`src/rtl/loader_pkg.sv`:
```
// loader_pkg: shared definitions for the instruction-memory loader.
//   state_t        - loader FSM encoding
//   BYTES_PER_INST - UART bytes per instruction at the default widths
//   HALT_INST      - end-of-program marker at the default 32-bit width
package loader_pkg;

  typedef enum logic [1:0] {
    IDLE  = 2'd0,
    RECV  = 2'd1,
    WRITE = 2'd2,
    DONE  = 2'd3
  } state_t;

  localparam int INST_SZ_DFLT   = 32;
  localparam int BYTE_SZ_DFLT   = 8;
  localparam int BYTES_PER_INST = INST_SZ_DFLT / BYTE_SZ_DFLT;

  localparam logic [31:0] HALT_INST = 32'hFFFF_FFFF;

endpackage

```
`src/rtl/instr_loader_byte_assembler.sv`:
```
// byte_assembler: shifts UART bytes into an instruction word, first byte
// ending up in the MSBs.
//   i_clk, i_reset  - clock, asynchronous active-low reset
//   i_clear         - discard any partial word (wins over a byte)
//   i_accept        - bytes are only taken while the loader wants them
//   i_rx_done/data  - received byte strobe and payload
//   o_word          - word as it would be after taking the current byte
//   o_word_ready    - current byte completes a word (combinational, one cycle)
module byte_assembler
  import loader_pkg::*;
#(
  parameter int INST_SZ = 32,
  parameter int BYTE_SZ = 8
) (
  input  logic               i_clk,
  input  logic               i_reset,
  input  logic               i_clear,
  input  logic               i_accept,
  input  logic               i_rx_done,
  input  logic [BYTE_SZ-1:0] i_rx_data,
  output logic [INST_SZ-1:0] o_word,
  output logic               o_word_ready
);

  localparam int NB = INST_SZ / BYTE_SZ;
  localparam int CW = $clog2(NB + 1);

  logic [INST_SZ-1:0] shift_q;
  logic [CW-1:0]      cnt_q;
  logic               take;

  assign take         = i_rx_done & i_accept & ~i_clear;
  assign o_word_ready = take && (cnt_q == CW'(NB - 1));
  // Word is exposed one byte early so the owner can register it on the
  // same edge that samples the final byte.
  assign o_word       = {shift_q[INST_SZ-BYTE_SZ-1:0], i_rx_data};

  always_ff @(posedge i_clk or negedge i_reset) begin
    if (!i_reset) begin
      shift_q <= '0;
      cnt_q   <= '0;
    end else if (i_clear) begin
      shift_q <= '0;
      cnt_q   <= '0;
    end else if (take) begin
      shift_q <= o_word;
      cnt_q   <= o_word_ready ? '0 : cnt_q + 1'b1;
    end
  end

endmodule

```
`src/rtl/instr_loader.sv`:
```
// instr_loader: loads a program received over UART into instruction memory.
// Bytes are assembled big-endian into instructions, each written with a
// one-cycle strobe at sequential word addresses. The pipeline is held off
// (o_enable=0) while loading; loading ends on the all-ones HALT word or
// when the last address has been written.
//   i_clk, i_reset   - clock, asynchronous active-low reset
//   i_start          - begin / restart a load from address 0
//   i_rx_done/data   - received byte strobe and payload
//   o_write          - instruction write strobe
//   o_instruction    - written word; holds between writes
//   o_addr           - word address of the write
//   o_enable         - pipeline enable (low while loading)
//   o_busy           - loading in progress
//   o_done           - load finished
//   o_overflow       - memory filled without seeing HALT
//   o_word_cnt       - words written in this load
module instr_loader
  import loader_pkg::*;
#(
  parameter int INST_SZ = 32,
  parameter int BYTE_SZ = 8,
  parameter int MEM_SZ  = 10
) (
  input  logic               i_clk,
  input  logic               i_reset,
  input  logic               i_start,
  input  logic               i_rx_done,
  input  logic [BYTE_SZ-1:0] i_rx_data,
  output logic               o_write,
  output logic [INST_SZ-1:0] o_instruction,
  output logic [MEM_SZ-1:0]  o_addr,
  output logic               o_enable,
  output logic               o_busy,
  output logic               o_done,
  output logic               o_overflow,
  output logic [MEM_SZ:0]    o_word_cnt
);

  // All-ones at any width; equals HALT_INST at the default width.
  localparam logic [INST_SZ-1:0] HALT = {INST_SZ{1'b1}};

  state_t             state_q, state_d;
  logic [INST_SZ-1:0] word;
  logic               word_ready;
  logic               accept;
  logic               is_halt;
  logic               last_addr;

  assign is_halt   = (o_instruction == HALT);
  assign last_addr = (o_addr == {MEM_SZ{1'b1}});
  // In WRITE a byte belongs to the next word only if loading continues.
  assign accept    = (state_q == RECV) ||
                     ((state_q == WRITE) && !is_halt && !last_addr);

  byte_assembler #(
    .INST_SZ (INST_SZ),
    .BYTE_SZ (BYTE_SZ)
  ) u_asm (
    .i_clk        (i_clk),
    .i_reset      (i_reset),
    .i_clear      (i_start),
    .i_accept     (accept),
    .i_rx_done    (i_rx_done),
    .i_rx_data    (i_rx_data),
    .o_word       (word),
    .o_word_ready (word_ready)
  );

  always_ff @(posedge i_clk or negedge i_reset) begin
    if (!i_reset) state_q <= IDLE;
    else          state_q <= state_d;
  end

  always_comb begin
    state_d  = state_q;
    o_write  = 1'b0;
    o_enable = 1'b1;
    o_busy   = 1'b0;
    o_done   = 1'b0;
    unique case (state_q)
      IDLE: begin
        if (i_start) state_d = RECV;
      end
      RECV: begin
        o_enable = 1'b0;
        o_busy   = 1'b1;
        if (i_start)         state_d = RECV;
        else if (word_ready) state_d = WRITE;
      end
      WRITE: begin
        o_write  = 1'b1;
        o_enable = 1'b0;
        o_busy   = 1'b1;
        if (i_start)        state_d = RECV;
        else if (is_halt)   state_d = DONE;
        else if (last_addr) state_d = DONE;
        else                state_d = RECV;
      end
      DONE: begin
        o_done = 1'b1;
        if (i_start) state_d = RECV;
      end
      default: state_d = IDLE;
    endcase
  end

  // Restart clears counters even if it lands on a WRITE cycle; that
  // write still happens because o_write is driven from the current state.
  always_ff @(posedge i_clk or negedge i_reset) begin
    if (!i_reset) begin
      o_addr     <= '0;
      o_word_cnt <= '0;
      o_overflow <= 1'b0;
    end else if (i_start) begin
      o_addr     <= '0;
      o_word_cnt <= '0;
      o_overflow <= 1'b0;
    end else if (state_q == WRITE) begin
      o_word_cnt <= o_word_cnt + 1'b1;
      if (!is_halt && last_addr) o_overflow <= 1'b1;
      if (!is_halt && !last_addr) o_addr <= o_addr + 1'b1;
    end
  end

  always_ff @(posedge i_clk or negedge i_reset) begin
    if (!i_reset)                               o_instruction <= '0;
    else if ((state_q == RECV) && word_ready)   o_instruction <= word;
  end

endmodule
```
`config.mk`:
```
export PLATFORM = sky130hd
export DESIGN_NAME = instr_loader
export DESIGN_NICKNAME = d
export VERILOG_FILES = /design/src/rtl/loader_pkg.sv /design/src/rtl/instr_loader_byte_assembler.sv /design/src/rtl/instr_loader.sv
export SDC_FILE = /design/constraint.sdc
export NUM_CORES = 1
export LEC_CHECK = 0
export CORE_ASPECT_RATIO = 1.2
export CORE_MARGIN = 5
export CORE_UTILIZATION = 48
export CTS_BUF_LIST = sky130_fd_sc_hd__clkbuf_8
export DETAILED_ROUTE_END_ITERATION = 10
export GPL_ROUTABILITY_DRIVEN = 0
export HOLD_SLACK_MARGIN = 0.06
export PLACE_DENSITY = 0.79
export SYNTH_ARGS = -nofsm -noshare
export SYNTH_HDL_FRONTEND = slang
export SYNTH_HIERARCHICAL = 1
export SYNTH_SLANG_ARGS = --single-unit
```
`constraint.sdc`:
```
create_clock -name i_clk -period 3.16 [get_ports i_clk]
set_clock_uncertainty 0.15 [all_clocks]
set_input_delay 0.474 -clock i_clk [delete_from_list [all_inputs] [get_ports i_clk]]
set_output_delay 0.474 -clock i_clk [all_outputs]
set_load 0.02 [all_outputs]
```
==> impl_metrics.py <==
metrics = {
    "clock_tree": {
        "root_buffer": "clkbuf_8",
        "cts_max_path_buffers": 2,
        "cts_setup_buffers": 0,
        "postCtsHoldBufs": 1,
        "clkSinkCount": 83,
        "cts-htree-levels": 3,
        "clk-insertion-delay-late_ns": 0.34,
        "path_clk_slew_ns": 0.09,
        "cts_tree": "done",
        "cts_buffers": 9,
        "cts_resized": 0,
    },
    "grt": {
        "grtUsageMet2_pct": 27.6,
        "grt_max_degree": 44,
        "use_met1_pct": 24.1,
        "antenna_found_initial": 0,
        "busiest_layer": "met2",
        "grt.total_usage_pct": 17.4,
        "overflow": 0,
        "grt_pass1_wl_mm": 13.0,
        "use_met3_pct": 3.59,
        "grt_pass1_vias": 2609,
    },
    "yosys": {
        "synth_fp_nets": 299,
        "yosysUniqueCellTypes": 43,
        "ys_ff_latch": 83,
        "synth_area_per_cell_sq_um": 12.9,
        "synthesis.instances": 281,
        "synth.yosys.seq_area_share_pct": 57.2,
        "yosysWarnings": 6,
        "netlist_area_sq_um": 3630,
    },
    "drt": {
        "num_vias": 2458,
        "routed_wl_mm": 7.58,
        "vias_per_cell": 5.54,
        "drtIter0Drc": 71,
        "wl_per_cell_microns": 17.1,
        "drc": 0,
        "antenna_left": 0,
        "first_pass_iters": 4,
    },
    "finish": {
        "nets": 367,
        "drive_gt1_share_pct": 20.6,
        "final_core_util_pct": 63.1,
        "syn_to_final_growth_pct": 27.1,
        "diodes": 0,
        "fill_cells": 601,
    },
    "setup_path": {
        "end_kind": "register",
        "crit_chain": "nand4_1, nor4_2, a211oi_4, or2_1, and3b_1, and3_1, nand2_1, buf_4, mux2_2",
        "path_max_fanout": 16,
        "crit_path_start_kind": "register",
        "cpPeakStageDelay_ns": 0.56,
        "cp.arrival_ns": 2.97,
        "slowest_stage": "nor4_2",
        "cp.required_ns": 3.23,
        "critPathTopFamily": "simple AND/OR/NAND/NOR gates",
        "crit_type": "reg -> reg",
        "path_buf_inv": 1,
    },
    "floorplan": {
        "die_width_microns": 89.4,
        "start_util_pct": 49.6,
        "core_area_sq_um": 7320,
        "die_y_microns": 105,
        "pin_count": 70,
        "rows": 34,
        "dieArea_sq_um": 9410,
    },
    "sta": {
        "tightestPinTransition_ns": 0.562,
        "slew_viol_final": 0,
        "final-setup-viol-count": 0,
        "fin_crit_ns": 2.90,
        "grt_setup_unrepaired": "false",
        "fmax_mhz": 345,
        "hold_viol": 0,
        "tns_ns": 0,
        "post-route-period-util_pct": 91.6,
        "slew_headroom_pct": 62.2,
    },
    "power": {
        "leakage_uw": 0.00210,
        "power.density_nw_per_um2": 561,
        "irDropWorstVdd_mv": 0.391,
        "switchingPower_uw": 670,
        "p_int_uw": 1920,
        "clkPwrFrac_pct": 36.7,
        "power_frac_comb_pct": 16.4,
        "seq_power_share_pct": 46.9,
        "switching_share_pct": 25.9,
    },
    "worst_hold_path": {
        "hold_path.class": "reg -> reg",
    },
    "placed_design": {
        "place_hpwl_mm": 5.34,
        "io_buffers": 69,
    },
    "run_status": {
        "outcome": "completed",
    },
    "run": {
        "max_cap_viol_count": 0,
    },
}
==> layout make-up <==
| cell class | count | area [sq um] | share of cell area, % |
|---|---|---|---|
| Multi-Input combinational cell | 171 | 1380 | 30.0 |
| Clock buffer | 11 | 151 | 3.28 |
| Tap cell | 90 | 113 | 2.44 |
| Inverter | 6 | 22.5 | 0.488 |
| Sequential cell | 83 | 2080 | 45.1 |
| Timing Repair Buffer | 78 | 758 | 16.4 |
| Clock inverter | 5 | 108 | 2.33 |
==> cell usage in the layout (no fill, tap or decap), types with 2 or more instances in the layout <==
| master | instances |
|---|---|
| mux2_1 | 3 |
| dfrtp_2 | 2 |
| and3_1 | 2 |
| nand3_2 | 3 |
| ha_1 | 6 |
| inv_1 | 6 |
| mux2i_1 | 2 |
| bufinv_16 | 3 |
| o21ai_0 | 2 |
| nor2_1 | 23 |
| or3_1 | 2 |
| and4_4 | 2 |
| clkbuf_8 | 11 |
| mux2_2 | 32 |
| nand2_1 | 6 |
| nand3_1 | 4 |
| nand2b_1 | 2 |
| nor4_2 | 2 |
| nor2b_1 | 6 |
| mux2_4 | 3 |
| clkdlybuf4s50_1 | 68 |
| nand4_1 | 15 |
| a22o_1 | 24 |
| xnor2_1 | 4 |
| buf_4 | 9 |
| a21oi_1 | 8 |
| dfrtp_1 | 81 |
| xor2_1 | 6 |
==> metrics by stage <==
stage	power [uW]	worst slack (ns)	cells	instance area, sq um	hold WS, ns
floorplan	1460	0.0244	281	3640	0.0284
global placement	1650	0.406	427	4350	0.316
detailed placement	1660	0.322	427	4350	0.327
CTS	2620	0.272	444	4610	0.344
global route	2700	0.120	444	4610	0.366
finish	2590	0.265	444	4610	0.341
==> cells by family after synthesis <==
kind of cell	count (synthesis)	synth area share [%]
AOI/OAI and AO/OA	41	9.06
DFF	83	57.2
buffers and inverters	27	4.72
adders and majority gates	6	2.07
muxes	40	12.6
xor gates and xnor gates	10	2.41
and+or+nand+nor	74	11.9
==> power groups by stage <==
| stage | sequential (uW) | clock (uW) | combinational [uW] |
|---|---|---|---|
| final | 1210 | 951 | 426 |
| after global routing | 1230 | 1010 | 463 |
| after CTS | 1210 | 977 | 434 |
| after detailed placement | 1230 | 0 | 431 |
| after global placement | 1230 | 0 | 421 |
| after floorplan | 1270 | 0 | 193 |
==> path summary, 6_finish.rpt <==
path | startpoint | to | slack [ns] | cells past startpoint
worst max-delay path | o_instruction[23]$_DFFE_PN0P_ | o_instruction[12]$_DFFE_PN0P_ | 0.26 | 9
worst max register to register | o_instruction[23]$_DFFE_PN0P_ | o_instruction[12]$_DFFE_PN0P_ | 0.26 | 9
worst min register to register | u_asm/cnt_q[0]$_DFFE_PN0P_ | u_asm/cnt_q[0]$_DFFE_PN0P_ | 0.34 | 1
worst min-delay path | u_asm/cnt_q[0]$_DFFE_PN0P_ | u_asm/cnt_q[0]$_DFFE_PN0P_ | 0.34 | 1
max in group asynchronous | i_reset | o_word_cnt[5]$_DFFE_PN0N_ | 1.66 | 3
min in group asynchronous | i_reset | o_instruction[14]$_DFFE_PN0P_ | 0.50 | 2
==> synthesized netlist by cell type, drive strengths merged <==
library cell	n	share of area [%]
a211oi	1	0.55
a21o	1	0.21
a21oi	9	1.3
a22o	24	5.8
a311oi	1	0.24
a31o	1	0.24
a32o	1	0.28
and3	3	0.65
and3b	1	0.24
and4	3	0.90
buf	18	3.8
clkbuf	3	0.31
dfrtp	83	57
ha	6	2.1
inv	6	0.62
mux2	38	12
mux2i	2	0.55
nand2	6	0.62
nand2b	2	0.34
nand3	7	1.4
nand4	15	2.6
nor2	23	2.4
nor2b	6	1.0
nor3	1	0.14
nor3b	1	0.21
nor4	2	0.69
o21ai	3	0.41
or2	1	0.17
or2b	1	0.21
or3	2	0.34
xnor2	4	0.96
xor2	6	1.4
==> state kept, by name, summed over array words and instances, names as in the netlist <==
signal / count
o_overflow: 1
o_addr: 10
o_word_cnt: 11
u_asm/shift_q: 24
o_instruction: 32
u_asm/cnt_q: 3
state_q: 2
==> worst register-to-register path, delay by kind of cell, from the launching register on <==
family	cells	cell delay, ns
flops	1	0.40
compound gates	1	0.12
buf+inv	1	0.25
simple gates	6	1.47
mux	1	0.38
==> routing by layer <==
metal  vias to the layer above  part of all wire, %  wire [microns]
met5                         -                    0               0
met2                        56                   50            3770
met3                         4                  4.9             371
li1                       1150                    -               -
met1                      1248                   45            3400
met4                         0                 0.47              36
(Power assumes the default switching activity.)
